File: src/rtl/ifu_pkg.sv
// Shared types and constants for the LemonPC instruction fetch unit.
package ifu_pkg;

  typedef enum logic [1:0] {
    S_REQ  = 2'b00,
    S_WAIT = 2'b01,
    S_HOLD = 2'b10
  } ifu_state_e;

  localparam logic [63:0] IFU_PC_INIT  = 64'h8000_0000;
  localparam int          IFU_INST_LEN = 4;

  // Pick the 32-bit instruction out of the fetched doubleword.
  function automatic logic [31:0] word_sel(input logic [63:0] dw, input logic hi);
    return hi ? dw[63:32] : dw[31:0];
  endfunction

  function automatic logic is_misaligned(input logic [63:0] addr, input int len);
    return (addr & 64'(len - 1)) != 64'd0;
  endfunction

endpackage

File: src/rtl/ifu.sv
// Instruction fetch unit: owns the PC, fetches over a valid/ready bus and
// hands one instruction at a time to the datapath.
module ifu
  import ifu_pkg::*;
#(
  parameter logic [63:0] PC_INIT  = IFU_PC_INIT,
  parameter int          INST_LEN = IFU_INST_LEN
) (
  input  logic        clk,
  input  logic        rst,
  output logic        mem_req_valid,
  output logic [63:0] mem_req_addr,
  input  logic        mem_req_ready,
  input  logic        mem_resp_valid,
  input  logic [63:0] mem_resp_data,
  input  logic        mem_resp_err,
  output logic        inst_valid,
  output logic [31:0] inst,
  output logic [63:0] inst_pc,
  output logic        inst_fault,
  output logic        inst_misalign,
  input  logic        inst_ready,
  input  logic [63:0] next_pc,
  output logic [63:0] retire_cnt
);

  ifu_state_e  state;
  logic [63:0] pc;
  logic [31:0] inst_q;
  logic        fault_q;
  logic        misalign_q;

  // Outputs come straight from state and registers; no input feeds through.
  assign mem_req_valid = (state == S_REQ);
  assign mem_req_addr  = {pc[63:3], 3'b000};
  assign inst_valid    = (state == S_HOLD);
  assign inst          = inst_q;
  assign inst_pc       = pc;
  assign inst_fault    = fault_q;
  assign inst_misalign = misalign_q;

  always_ff @(posedge clk) begin
    if (rst) begin
      state      <= S_REQ;
      pc         <= PC_INIT;
      retire_cnt <= '0;
      inst_q     <= '0;
      fault_q    <= 1'b0;
      misalign_q <= 1'b0;
    end else begin
      case (state)
        S_REQ: begin
          if (mem_req_ready) state <= S_WAIT;
        end
        S_WAIT: begin
          if (mem_resp_valid) begin
            inst_q  <= mem_resp_err ? 32'd0 : word_sel(mem_resp_data, pc[2]);
            fault_q <= mem_resp_err;
            state   <= S_HOLD;
          end
        end
        S_HOLD: begin
          if (inst_ready) begin
            pc         <= next_pc;
            retire_cnt <= retire_cnt + 64'd1;
            fault_q    <= 1'b0;
            // A misaligned target never reaches the bus; it is presented
            // directly so the datapath can trap and redirect.
            if (is_misaligned(next_pc, INST_LEN)) begin
              misalign_q <= 1'b1;
              inst_q     <= '0;
            end else begin
              misalign_q <= 1'b0;
              state      <= S_REQ;
            end
          end
        end
        default: state <= S_REQ;
      endcase
    end
  end

endmodule

File: config.mk
export PLATFORM = sky130hd
export DESIGN_NAME = ifu
export DESIGN_NICKNAME = d
export VERILOG_FILES = /design/src/rtl/ifu_pkg.sv /design/src/rtl/ifu.sv
export SDC_FILE = /design/constraint.sdc
export NUM_CORES = 1
export LEC_CHECK = 0
export BUFFER_PORTS_ARGS = -buffer_cell sky130_fd_sc_hd__buf_2
export CORE_AREA = 2 2 139 141
export DETAILED_ROUTE_END_ITERATION = 12
export DIE_AREA = 0 0 141 143
export PLACE_DENSITY = 0.74
export SYNTH_ARGS = -nofsm -noshare
export SYNTH_HDL_FRONTEND = slang
export SYNTH_SLANG_ARGS = --single-unit
File: constraint.sdc
create_clock -name clk -period 2.03 [get_ports clk]
set_input_delay 0.1015 -clock clk [delete_from_list [all_inputs] [get_ports clk]]
set_output_delay 0.1015 -clock clk [all_outputs]
set_load 0.05 [all_outputs]
* Yosys cells after proc, flatten, opt, wreduce, memory -nomap -nowiden
Index checks and enable logic that the tools add are counted.
** Operators by class
- Bitwise logic cells :: 0
- Eq/ne operators :: 7
- Shift-type cells :: 0
- Reduce and logical (&&, ||, !) cells :: 7
- Muxes and demuxes :: 15
- Add/sub/neg operators :: 1
- Divide/modulo/power cells :: 0
- Order comparisons :: 0
- Multiply operators :: 0
** Operator list (count)
- 2-to-1 mux 32 bit :: 5
- adder 64 x 1 -> 64 bit (second input constant) :: 1
- case mux 32 bit (2 select lines) :: 1
- nonzero test 64 bit :: 1
- 2-to-1 mux 2 bit :: 4
- AND reduction 4 bit :: 2
- != test 2 x 1 -> 1 bit (second input constant) :: 3
- case mux 2 bit (3 select lines) :: 1
- != test 2 bit (second input constant) :: 2
- 2-to-1 mux 1 bit :: 3
- AND reduction 3 bit :: 1
- == test 2 x 1 -> 1 bit (second input constant) :: 1
- == test 2 bit (second input constant) :: 1
- zero test 2 bit :: 1
- case mux 1 bit (2 select lines) :: 1
- AND reduction 2 bit :: 1
- nonzero test 2 bit :: 1
** Word-level totals
- Memories :: 0
- RAM bits :: 0
- Bits in read-only memories :: 0
- Register bits :: 164
- Input bits :: 134
- Logic and storage cells :: 36
- Output and inout port bits :: 228
- Latch bits :: 0

* Depth between registers and ports, before layout
Gate-level depths: netlist of the first run.
- Word-level depth :: 4
- Gate-level depth with buffers :: 7
- Mapped depth without buffers :: 6

* Least setup slack after synthesis of the first run
No wires, ideal clock.
- Path kind :: register to register
- From :: register state[1]
- To :: register pc[25] (netlist: inst_pc[25])
- Path buffers :: 3
- Data arrival time :: 2.229 ns
- Stages on the path, launching flop included :: 8
- Required time :: 1.960 ns
- Library setup time :: 0.070 ns
- Path slack :: -0.270 ns
- Clock period less this slack :: 2.300 ns
- Cell sequence :: dfxtp_1 -> nor2b_1 -> and2_1 -> clkbuf_1 -> buf_2 -> buf_1 -> nand2_1 -> a21oi_1
** On the way
- Longest elaborated chain between the ends :: 2
** Ends and longest elaborated chain
- start, declared :: RTL line ifu.sv:27 : ifu_state_e state;
- start signal, assigned :: RTL line ifu.sv:44 : state <= S_REQ;
- start signal, assigned :: RTL line ifu.sv:53 : if (mem_req_ready) state <= S_WAIT;
- start signal, assigned :: RTL line ifu.sv:59 : state <= S_HOLD;
- == test 2 bit
- via inst_valid :: RTL line ifu.sv:17 : output logic inst_valid,
- AND reduction 2 bit (no source line)
- end signal, assigned :: RTL line ifu.sv:64 : pc <= next_pc;
- end, declared :: RTL line ifu.sv:28 : logic [63:0] pc;
The timed path passes the listed nets, and every way through them passes these cells.
A chain may end at the register's enable or synchronous reset.

* Worst setup path in the final report of the first run
- From :: register retire_cnt[9]
- To :: register retire_cnt[60]
** On the way
- Longest elaborated chain between the ends :: 1
** Ends and longest elaborated chain
- start, declared :: RTL line ifu.sv:24 : output logic [63:0] retire_cnt
- start signal, assigned :: RTL line ifu.sv:65 : retire_cnt <= retire_cnt + 64'd1;
- adder 64 x 1 -> 64 bit :: RTL line ifu.sv:65
Every way passes these cells.

==> summary.txt, run 1 <==
Hold path
  – Hold Path Origin: mem_resp_valid
  – Worst hold path class: primary input to flop

Place
  – Number of port buffers: 358
  – Final GP Congestion: 0.875
  – Total half-perimeter wirelength after legalization and detailed placement: 16900 um

Synth
  – Number of enable-type register cells in the synthesized netlist: 0
  – Fraction of post-synthesis cell area in the top cell type by area: 44.6%
  – Average size of a mapped cell: 8.14 um2
  – Cells after synthesis: 905
  – Yosys warning total: 0
  – Share of synthesized area occupied by flip-flops and latches: 44.6%
  – Syn Std Cell Area: 7370 um2
  – Dominant cells by area after synthesis: sky130_fd_sc_hd__dfxtp_1 (45%), sky130_fd_sc_hd__a21oi_1 (8.4%), sky130_fd_sc_hd__nand2_1 (7.9%)
  – Synth cell types: 40
  – Ys flop type: sky130_fd_sc_hd__dfxtp_1
  – Post-synthesis async set-or-reset flop share: 0%
  – Synth Register Bits: 164
  – Most area-hungry cell type in the Yosys netlist: sky130_fd_sc_hd__dfxtp_1

Run
  – Maximum capacitance violations: 0

Clock network
  – Clk root buf: sky130_fd_sc_hd__clkbuf_16
  – # H-tree levels: 4
  – Clock buffer depth: 2
  – CTS tree: built
  – Number of buffers added by the clock tree synthesis step: 17
  – Clock transition at the registers of the reported paths: 0.06 ns
  – Clock latency on the worst-skew pair: 0.42 ns
  – Clk sink count: 164

Detailed routing
  – Count of unresolved DRC violations after routing: 0
  – Pre-Repair DR Iteration Count: 4
  – First DRT Iteration DRCs: 294
  – DR vias: 7790
  – Detailed Route WL: 23500 um
  – Residual antenna-violating net count after detailed routing: 0
  – Average wire per standard cell: 15.3 um
  – Via-to-Cell Ratio: 5.07

Layout
  – Syn-to-layout area delta: 44.1%
  – Final Net Count: 1423
  – Layout cells sized above 1: 39.0%

STA
  – Relative slew margins: 53.0%
  – Count of pins over their slew limit: 0
  – Fmax: 515 MHz
  – Number of hold violations in the final report: 0
  – RSZ-0062 raised after global routing: true
  – Fraction of the cycle the final worst path needs: 95.7%
  – Post-route minimum period: 1.94 ns
  – Total of endpoints with negative setup slack in the final report: 0
  – Worst clock skew on the final layout: 0.0117 ns
  – Slew at the pin with the worst max-slew slack: 0.705 ns
  – Hold WS: 0.0602 ns

GRT
  – Most congested layer reported by global routing: met2
  – Met3 Usage GRT: 4.96%
  – Via count of the first global-routing pass: 7180
  – Total global routing track utilization: 22.3%
  – Grt met1 use: 23.2%
  – First-pass GRT wire length: 35400 um
  – GRT Residual Overflow: 0
  – Pin count of the biggest net entering global routing: 107
  – Number of antenna violations at the first check in global routing: 1
  – GR Util met2: 42.4%

Setup path
  – Worst Path Arrival: 2.28 ns
  – Worst r2r src: retire_cnt[9]
  – Nature of the critical path endpoint: flop
  – Critical Path Source: retire_cnt[9]
  – Classification of the worst setup path: flop to flop
  – Category of the worst setup path launch point: flop
  – Register-to-register setup slack: 0.09 ns
  – Biggest fanout along the worst timing path: 5
  – Required time worst endpoint: 2.37 ns

Floorplanning
  – Core Rows: 50
  – Initial core utilization: 39.7%
  – Die width: 141 um
  – Number of I/O pins: 362
  – Placeable core region: 18600 um2
  – Die area: 20200 um2
  – Die span in y: 143 um

Pwr
  – Static Leak: 0.00481 uW
  – Final total power: 7210 uW
  – Worst vdd rail ir drop: 0.548 mV
  – Power density cells: 679 nW/um2

Status
  – Result of the run: finished clean
[metrics by stage]
step / utilization (%) / std cells / instance area [um2] / setup TNS, ns / worst slack, ns
2_1_floorplan: - / 907 / 7430 / -0.0103 / -0.00517
3_3_place_gp: 49.8 / 1430 / 9260 / -0.262 / -0.0589
6_report: 57.2 / 1538 / 10600 / 0 / 0.0876
4_1_cts: 56.8 / 1533 / 10500 / 0 / 0.00450
5_1_grt: 57.1 / 1536 / 10600 / -0.0236 / -0.0188
3_5_place_dp: 49.8 / 1430 / 9260 / -0.689 / -0.126
[cell usage after synthesis, types with 2 or more instances]
cell	number
sky130_fd_sc_hd__nor4_2	2
sky130_fd_sc_hd__o21ai_0	15
sky130_fd_sc_hd__xnor2_1	12
sky130_fd_sc_hd__clkbuf_1	46
sky130_fd_sc_hd__or3_1	13
sky130_fd_sc_hd__nor4_4	3
sky130_fd_sc_hd__nand4_2	2
sky130_fd_sc_hd__buf_2	3
sky130_fd_sc_hd__buf_4	64
sky130_fd_sc_hd__nand2_1	155
sky130_fd_sc_hd__nor3_1	38
sky130_fd_sc_hd__and4_1	6
sky130_fd_sc_hd__nand3b_1	4
sky130_fd_sc_hd__nand4b_1	2
sky130_fd_sc_hd__xor2_1	25
sky130_fd_sc_hd__nor4_1	5
sky130_fd_sc_hd__nand4_1	21
sky130_fd_sc_hd__and2_1	3
sky130_fd_sc_hd__inv_1	6
sky130_fd_sc_hd__nor2_1	81
sky130_fd_sc_hd__buf_1	5
sky130_fd_sc_hd__or4_1	10
sky130_fd_sc_hd__a21oi_1	124
sky130_fd_sc_hd__o31ai_1	11
sky130_fd_sc_hd__dfxtp_1	164
sky130_fd_sc_hd__and3_1	13
sky130_fd_sc_hd__nand3_1	27
sky130_fd_sc_hd__mux2i_1	33
[path summary, 6_finish.rpt]
| kind | to | depth (start not counted) |
|---|---|---|
| max | retire_cnt[60] | 5 |
| max reg2reg | retire_cnt[60] | 5 |
| min | state[0] | 4 |
| min reg2reg | inst_pc[17] | 2 |
[cell families after synthesis]
group / share of synthesized area, %
other: 0.0509
and+or+nand+nor: 26.0
AOI/OAI and AO/OA: 10.8
xor gates and xnor gates: 4.40
DFF: 44.6
buffers and inverters: 9.63
adders and majority gates: 0.170
muxes: 4.48
[layer usage]
layer,share of wire [%],wire [um]
met1,37,8730
met2,53,12500
met3,6.0,1400
met4,3.7,875
met5,0,0
[where the power goes]
group          internal, uW  switching (uW)  total (uW)  leakage, uW
Clock                  1740            1370        3110     0.000271
Combinational           304             507         810      0.00319
Sequential             3260            29.4        3290      0.00135
[critical path, cell delays in order, from the launching register on]
cell	delay, ns
sky130_fd_sc_hd__dfxtp_4	0.38
sky130_fd_sc_hd__nand4_4	0.17
sky130_fd_sc_hd__nor4_4	0.45
sky130_fd_sc_hd__and4_1	0.29
sky130_fd_sc_hd__or4b_1	0.44
sky130_fd_sc_hd__a21oi_1	0.13
[state kept, by name, indices dropped and copies added (netlist names)]
register	flops
inst	32
inst_fault	1
inst_misalign	1
inst_pc	64
retire_cnt	64
state	2
[layout by cell type (no fill, tap or decap), drive strengths merged, types with 4 or more instances in the layout]
cell	Yosys	final
nand2	156	156
nand3b	4	4
o31ai	11	11
dlygate4sd3	0	67
or3	13	13
inv	6	10
nor3	39	39
nand4	23	23
or4	10	10
dfxtp	164	164
and4	6	6
mux2i	33	33
nor4	10	10
clkbuf	46	19
xor2	25	25
o21ai	15	15
nor2	81	81
clkinv	0	5
nand3	28	28
and3	13	13
a21oi	124	124
xnor2	12	12
buf	72	413
[layout make-up]
| type | instances | area (um2) |
|---|---|---|
| diodes | 3 | 7.51 |
| clock buffers | 19 | 443 |
| clock inverters | 13 | 124 |
| fillers | 1640 | 7960 |
| inverters | 6 | 22.5 |
| multi-input cells | 619 | 3460 |
| flip-flops and latches | 164 | 3340 |
| well taps | 234 | 293 |
| repair buffers | 480 | 2930 |
[repair_timing]
action / CTS / global route
pin swaps: 4 / 5
setup endpoints to repair: 7 / 20
endpoints found under the hold margin: 66 / 0
resized for setup: 5 / 11
buffers inserted: 4 / 2
hold buffers: 67 / 0
Note: power is estimated with default switching activity, not from simulation.
==> run 2, diff against run 1 <==
CELL_PAD_IN_SITES_DETAIL_PLACEMENT = 1   (was unset)
CELL_PAD_IN_SITES_GLOBAL_PLACEMENT = 1   (was unset)
CORE_AREA = 2 2 155 157   (was 2 2 139 141)
DIE_AREA = 0 0 157 159   (was 0 0 141 143)
PLACE_DENSITY = 0.83   (was 0.74)
==> summary.txt, run 2 (synthesis results as in run 1) <==
STA
  – Relative slew margins: 52.4%
  – Fraction of the cycle the final worst path needs: 110%
  – Number of hold violations in the final report: 0
  – Count of pins over their slew limit: 0
  – Slew at the pin with the worst max-slew slack: 0.714 ns
  – Worst clock skew on the final layout: 0.0149 ns
  – Post-route minimum period: 2.23 ns
  – Fmax: 449 MHz
  – Total of endpoints with negative setup slack in the final report: 10
  – Final setup slack of the worst path: -0.197 ns
  – RSZ-0062 raised after global routing: true

Setup path
  – Required time worst endpoint: 2.39 ns
  – Category of the worst setup path launch point: flop
  – Classification of the worst setup path: flop to flop
  – Nature of the critical path endpoint: flop
  – Worst Path Arrival: 2.58 ns
  – Worst r2r path cells: 7
  – Register-to-register setup slack: -0.20 ns
  – Crit Reg-Reg Endpoint: retire_cnt[57]
  – Biggest fanout along the worst timing path: 7
  – Worst r2r src: retire_cnt[26]

Layout
  – Multi-input gate area in the final layout: 3510 um2
  – Layout cells sized above 1: 40.8%
  – Inserted Diodes: 0
  – Reg area: 3340 um2
  – Commonest non-fill, non-tap cell in the layout: sky130_fd_sc_hd__buf_2
  – Most frequent cells in the layout: sky130_fd_sc_hd__buf_2 (357), sky130_fd_sc_hd__nand2_1 (155), sky130_fd_sc_hd__a21oi_1 (120), sky130_fd_sc_hd__dfxtp_1 (120), sky130_fd_sc_hd__nor2_1 (80)
  – Design Area, Final: 11000 um2
  – Core occupancy in the finished layout: 47.4%
  – Non-Filler Instances: 1644
  – Final Net Count: 1447
  – Syn-to-layout area delta: 49.1%
  – Number of filler cells placed in the layout: 2846

Detailed routing
  – DR vias: 8045
  – Count of unresolved DRC violations after routing: 0
  – Via-to-Cell Ratio: 4.89
  – Residual antenna-violating net count after detailed routing: 0
  – Pre-Repair DR Iteration Count: 4
  – First DRT Iteration DRCs: 366
  – Detailed Route WL: 28400 um
  – Average wire per standard cell: 17.3 um

Run
  – Maximum capacitance violations: 0

Place
  – Post-placement cell area: 9420 um2
  – Minimum setup slack after placement: -0.0849 ns
  – Total half-perimeter wirelength after legalization and detailed placement: 18800 um
  – Number of port buffers: 358
  – Final GP Congestion: 0.801
  – Cell Count Post-Placement: 1523

Clock network
  – Number of buffers added by the clock tree synthesis step: 17
  – Clock latency on the worst-skew pair: 0.43 ns
  – CTS tree: built
  – Clk root buf: sky130_fd_sc_hd__clkbuf_16
  – Clock transition at the registers of the reported paths: 0.08 ns
  – Clk sink count: 164
  – # H-tree levels: 4
  – Clock buffer depth: 2

Pwr
  – Sequential group share of total power: 44.5%
  – Switching share of power: 27.1%
  – Switching power of the nets: 2000 uW
  – Clock Power Share: 44.5%
  – Static Leak: 0.00497 uW
  – Worst vdd rail ir drop: 0.456 mV
  – Cell Int Power: 5390 uW
  – Power density cells: 673 nW/um2
  – Gate power share: 11.0%
  – Final total power: 7390 uW

GRT
  – GRT Residual Overflow: 0
  – Number of antenna violations at the first check in global routing: 0
  – Total global routing track utilization: 21.2%
  – Via count of the first global-routing pass: 8165
  – First-pass GRT wire length: 42500 um
  – Pin count of the biggest net entering global routing: 68

Status
  – Violated checks: setup timing
  – Result of the run: complete, but fails checks

Floorplanning
  – Die width: 157 um
  – Number of I/O pins: 362
  – Die area: 25000 um2
  – Initial core utilization: 31.8%
  – Die span in y: 159 um
  – Placeable core region: 23200 um2
  – Core Rows: 56

Hold path
  – Worst Hold End: state[1]
  – Hold Path Origin: mem_resp_valid
  – Worst hold path class: primary input to flop
  – WHS Path Cells: 3
## run 2: power by group through the flow
stage	clock, uW	sequential, uW	combinational [uW]
6_report	3290	3290	816
5_1_grt	3520	3290	873
4_1_cts	3380	3290	815
3_5_place_dp	0	3360	711
3_3_place_gp	0	3360	700
2_1_floorplan	0	3500	324
## run 2: routing by layer
| metal | GRT usage [%] | routed length [um] |
|---|---|---|
| met5 | 0 | 0 |
| met4 | 5.80 | 497 |
| met3 | 5.82 | 1760 |
| met2 | 40.5 | 14900 |
| met1 | 22.5 | 11200 |
## run 2: worst max-delay path, stage by stage (launching register included)
cell,delay (ns)
sky130_fd_sc_hd__dfxtp_2,0.34
sky130_fd_sc_hd__nand4_1,0.16
sky130_fd_sc_hd__buf_4,0.19
sky130_fd_sc_hd__nor4_4,0.33
sky130_fd_sc_hd__nand4_1,0.25
sky130_fd_sc_hd__buf_6,0.21
sky130_fd_sc_hd__or4_4,0.52
sky130_fd_sc_hd__a21oi_2,0.16
## run 2: area by class of cell
class                   count  area share, %
clock buffers              20           4.25
inverters                   6          0.205
flip-flops and latches    164           30.4
multi-input cells         620           31.9
repair buffers            503           28.4
clock inverters            12           1.18
well taps                 319           3.63
## run 2: worst max path at each step
stage / from / end / slack (ns) / cells after the start
global placement: retire_cnt[0] / retire_cnt[54] / -0.02 / 7
floorplan: retire_cnt[31] / retire_cnt[44] / -0.005 / 5
finish: retire_cnt[26] / retire_cnt[57] / -0.20 / 7
global route: retire_cnt[25] / retire_cnt[57] / -0.19 / 7
detailed placement: retire_cnt[0] / retire_cnt[56] / -0.08 / 6
CTS: retire_cnt[23] / retire_cnt[63] / -0.02 / 7
## run 2: what timing repair did
action | 4_1_cts | 5_1_grt
setup endpoints to repair | 16 | 19
hold endpoints to repair | 66 | 0
pin swaps | 6 | 13
resized for setup | 7 | 23
setup buffers | 8 | 12
gates cloned | 0 | 2
hold buffers | 67 | 0
## run 2: through the flow
step	setup TNS (ns)	hold WS, ns
finish	-1.01	0.0493
global route	-1.21	0.0365
CTS	-0.0321	0.0333
floorplan	-0.0103	0.226
detailed placement	-0.645	0.341
global placement	-0.0413	0.326
==> run 3, diff against run 2 <==
CORE_AREA = 2 2 179 137   (was 2 2 155 157)
DIE_AREA = 0 0 181 139   (was 0 0 157 159)
SKIP_LAST_GASP = 1   (was unset)
==> summary.txt, run 3 (synthesis results as in run 1) <==
STA
  – Slew at the pin with the worst max-slew slack: 0.713 ns
  – Fmax: 502 MHz
  – Worst clock skew on the final layout: 0.0239 ns
  – Fraction of the cycle the final worst path needs: 98.2%
  – Total of endpoints with negative setup slack in the final report: 0
  – Post-route minimum period: 1.99 ns
  – Post-route setup TNS: 0 ns
  – Relative slew margins: 52.5%
  – RSZ-0062 raised after global routing: true
  – Count of pins over their slew limit: 0
  – Final setup slack of the worst path: 0.0366 ns
  – Number of hold violations in the final report: 0

Hold path
  – WHS Path Cells: 4
  – Hold Path Origin: mem_resp_valid
  – Worst Hold End: state[0]
  – Worst hold path class: primary input to flop

Setup path
  – Critical Path Source: retire_cnt[9]
  – Register-to-register setup slack: 0.04 ns
  – Worst Path Arrival: 2.34 ns
  – Classification of the worst setup path: flop to flop
  – Nature of the critical path endpoint: flop
  – Crit Reg-Reg Endpoint: retire_cnt[51]
  – Biggest fanout along the worst timing path: 18
  – Required time worst endpoint: 2.37 ns
  – Worst r2r path cells: 6
  – Worst r2r src: retire_cnt[9]
  – Category of the worst setup path launch point: flop

Detailed routing
  – Via-to-Cell Ratio: 4.94
  – Pre-Repair DR Iteration Count: 4
  – DR vias: 7982
  – Detailed Route WL: 29100 um
  – Count of unresolved DRC violations after routing: 0
  – Average wire per standard cell: 18.0 um
  – Residual antenna-violating net count after detailed routing: 0
  – First DRT Iteration DRCs: 277

Floorplanning
  – Number of I/O pins: 362
  – Core Rows: 49
  – Initial core utilization: 31.3%
  – Die width: 181 um
  – Placeable core region: 23500 um2
  – Die area: 25200 um2
  – Die span in y: 139 um

Place
  – Minimum setup slack after placement: -0.0584 ns
  – Total half-perimeter wirelength after legalization and detailed placement: 20000 um
  – Cell Count Post-Placement: 1509
  – Final GP Congestion: 0.810
  – Number of port buffers: 358

Pwr
  – Worst vdd rail ir drop: 0.504 mV
  – Final total power: 7310 uW
  – Static Leak: 0.00488 uW
  – Power density cells: 676 nW/um2

GRT
  – Via count of the first global-routing pass: 8303
  – Pin count of the biggest net entering global routing: 68
  – First-pass GRT wire length: 44400 um
  – Number of antenna violations at the first check in global routing: 2
  – Total global routing track utilization: 22.3%
  – GRT Residual Overflow: 0

Clock network
  – # H-tree levels: 4
  – CTS tree: built
  – Number of buffers added by the clock tree synthesis step: 17
  – Clk sink count: 164
  – Clock buffer depth: 2
  – Clk root buf: sky130_fd_sc_hd__clkbuf_16
  – Clock transition at the registers of the reported paths: 0.07 ns
  – Clock latency on the worst-skew pair: 0.43 ns

Run
  – Maximum capacitance violations: 0

Layout
  – Number of filler cells placed in the layout: 2878
  – Layout cells sized above 1: 39.6%
  – Non-Filler Instances: 1615
  – Core occupancy in the finished layout: 45.9%
  – Commonest non-fill, non-tap cell in the layout: sky130_fd_sc_hd__buf_2
  – Syn-to-layout area delta: 46.7%
  – Most frequent cells in the layout: sky130_fd_sc_hd__buf_2 (357), sky130_fd_sc_hd__nand2_1 (155), sky130_fd_sc_hd__a21oi_1 (123), sky130_fd_sc_hd__dfxtp_1 (120), sky130_fd_sc_hd__nor2_1 (81)
  – Final Net Count: 1429

Status
  – Result of the run: finished clean
-- run 3: metal layers --
metal	wire, um	GRT usage [%]
met3	1790	6.17
met2	15600	43.5
met5	0	0
met1	10900	22.9
met4	726	7.40
-- run 3: critical path, stage by stage, from the launching register on --
cell,delay [ns]
sky130_fd_sc_hd__dfxtp_2,0.39
sky130_fd_sc_hd__nand4_4,0.17
sky130_fd_sc_hd__nor4_4,0.35
sky130_fd_sc_hd__nand4_1,0.19
sky130_fd_sc_hd__buf_6,0.20
sky130_fd_sc_hd__or3_1,0.38
sky130_fd_sc_hd__a21oi_1,0.21
-- run 3: how the worst max path moves through the flow --
stage	to	cells after the start
3_3_place_gp	retire_cnt[54]	6
3_5_place_dp	retire_cnt[38]	6
4_1_cts	retire_cnt[63]	6
6_report	retire_cnt[51]	6
5_1_grt	retire_cnt[63]	6
2_1_floorplan	retire_cnt[44]	5
-- run 3: what timing repair did --
action                     4_1_cts  5_1_grt
hold endpoints to repair        66        0
hold buffers                    67        0
resized for setup                3       16
setup buffers                    1        4
setup endpoints to repair        9       22
pin swaps                        2        4
-- run 3: area by class of cell --
type,count,area (um2),share of cell area (%)
clock inverters,14,138,1.27
clock buffers,18,429,3.97
well taps,306,383,3.54
diodes,2,5.00,0.0463
repair buffers,486,3010,27.8
multi-input cells,619,3490,32.3
flip-flops and latches,164,3340,30.9
inverters,6,22.5,0.208
-- run 3: metrics by stage --
step | instance area, um2 | hold WS (ns)
2_1_floorplan | 7430 | 0.226
4_1_cts | 10700 | 0.0267
5_1_grt | 10800 | 0.0735
6_report | 10800 | 0.0618
3_5_place_dp | 9420 | 0.328
3_3_place_gp | 9420 | 0.322
-- run 3: power breakdown --
group	switching [uW]	leakage [uW]	internal, uW	total, uW
Combinational	531	0.00325	314	844
Clock	1540	0.000278	1640	3170
Sequential	32.0	0.00135	3260	3290
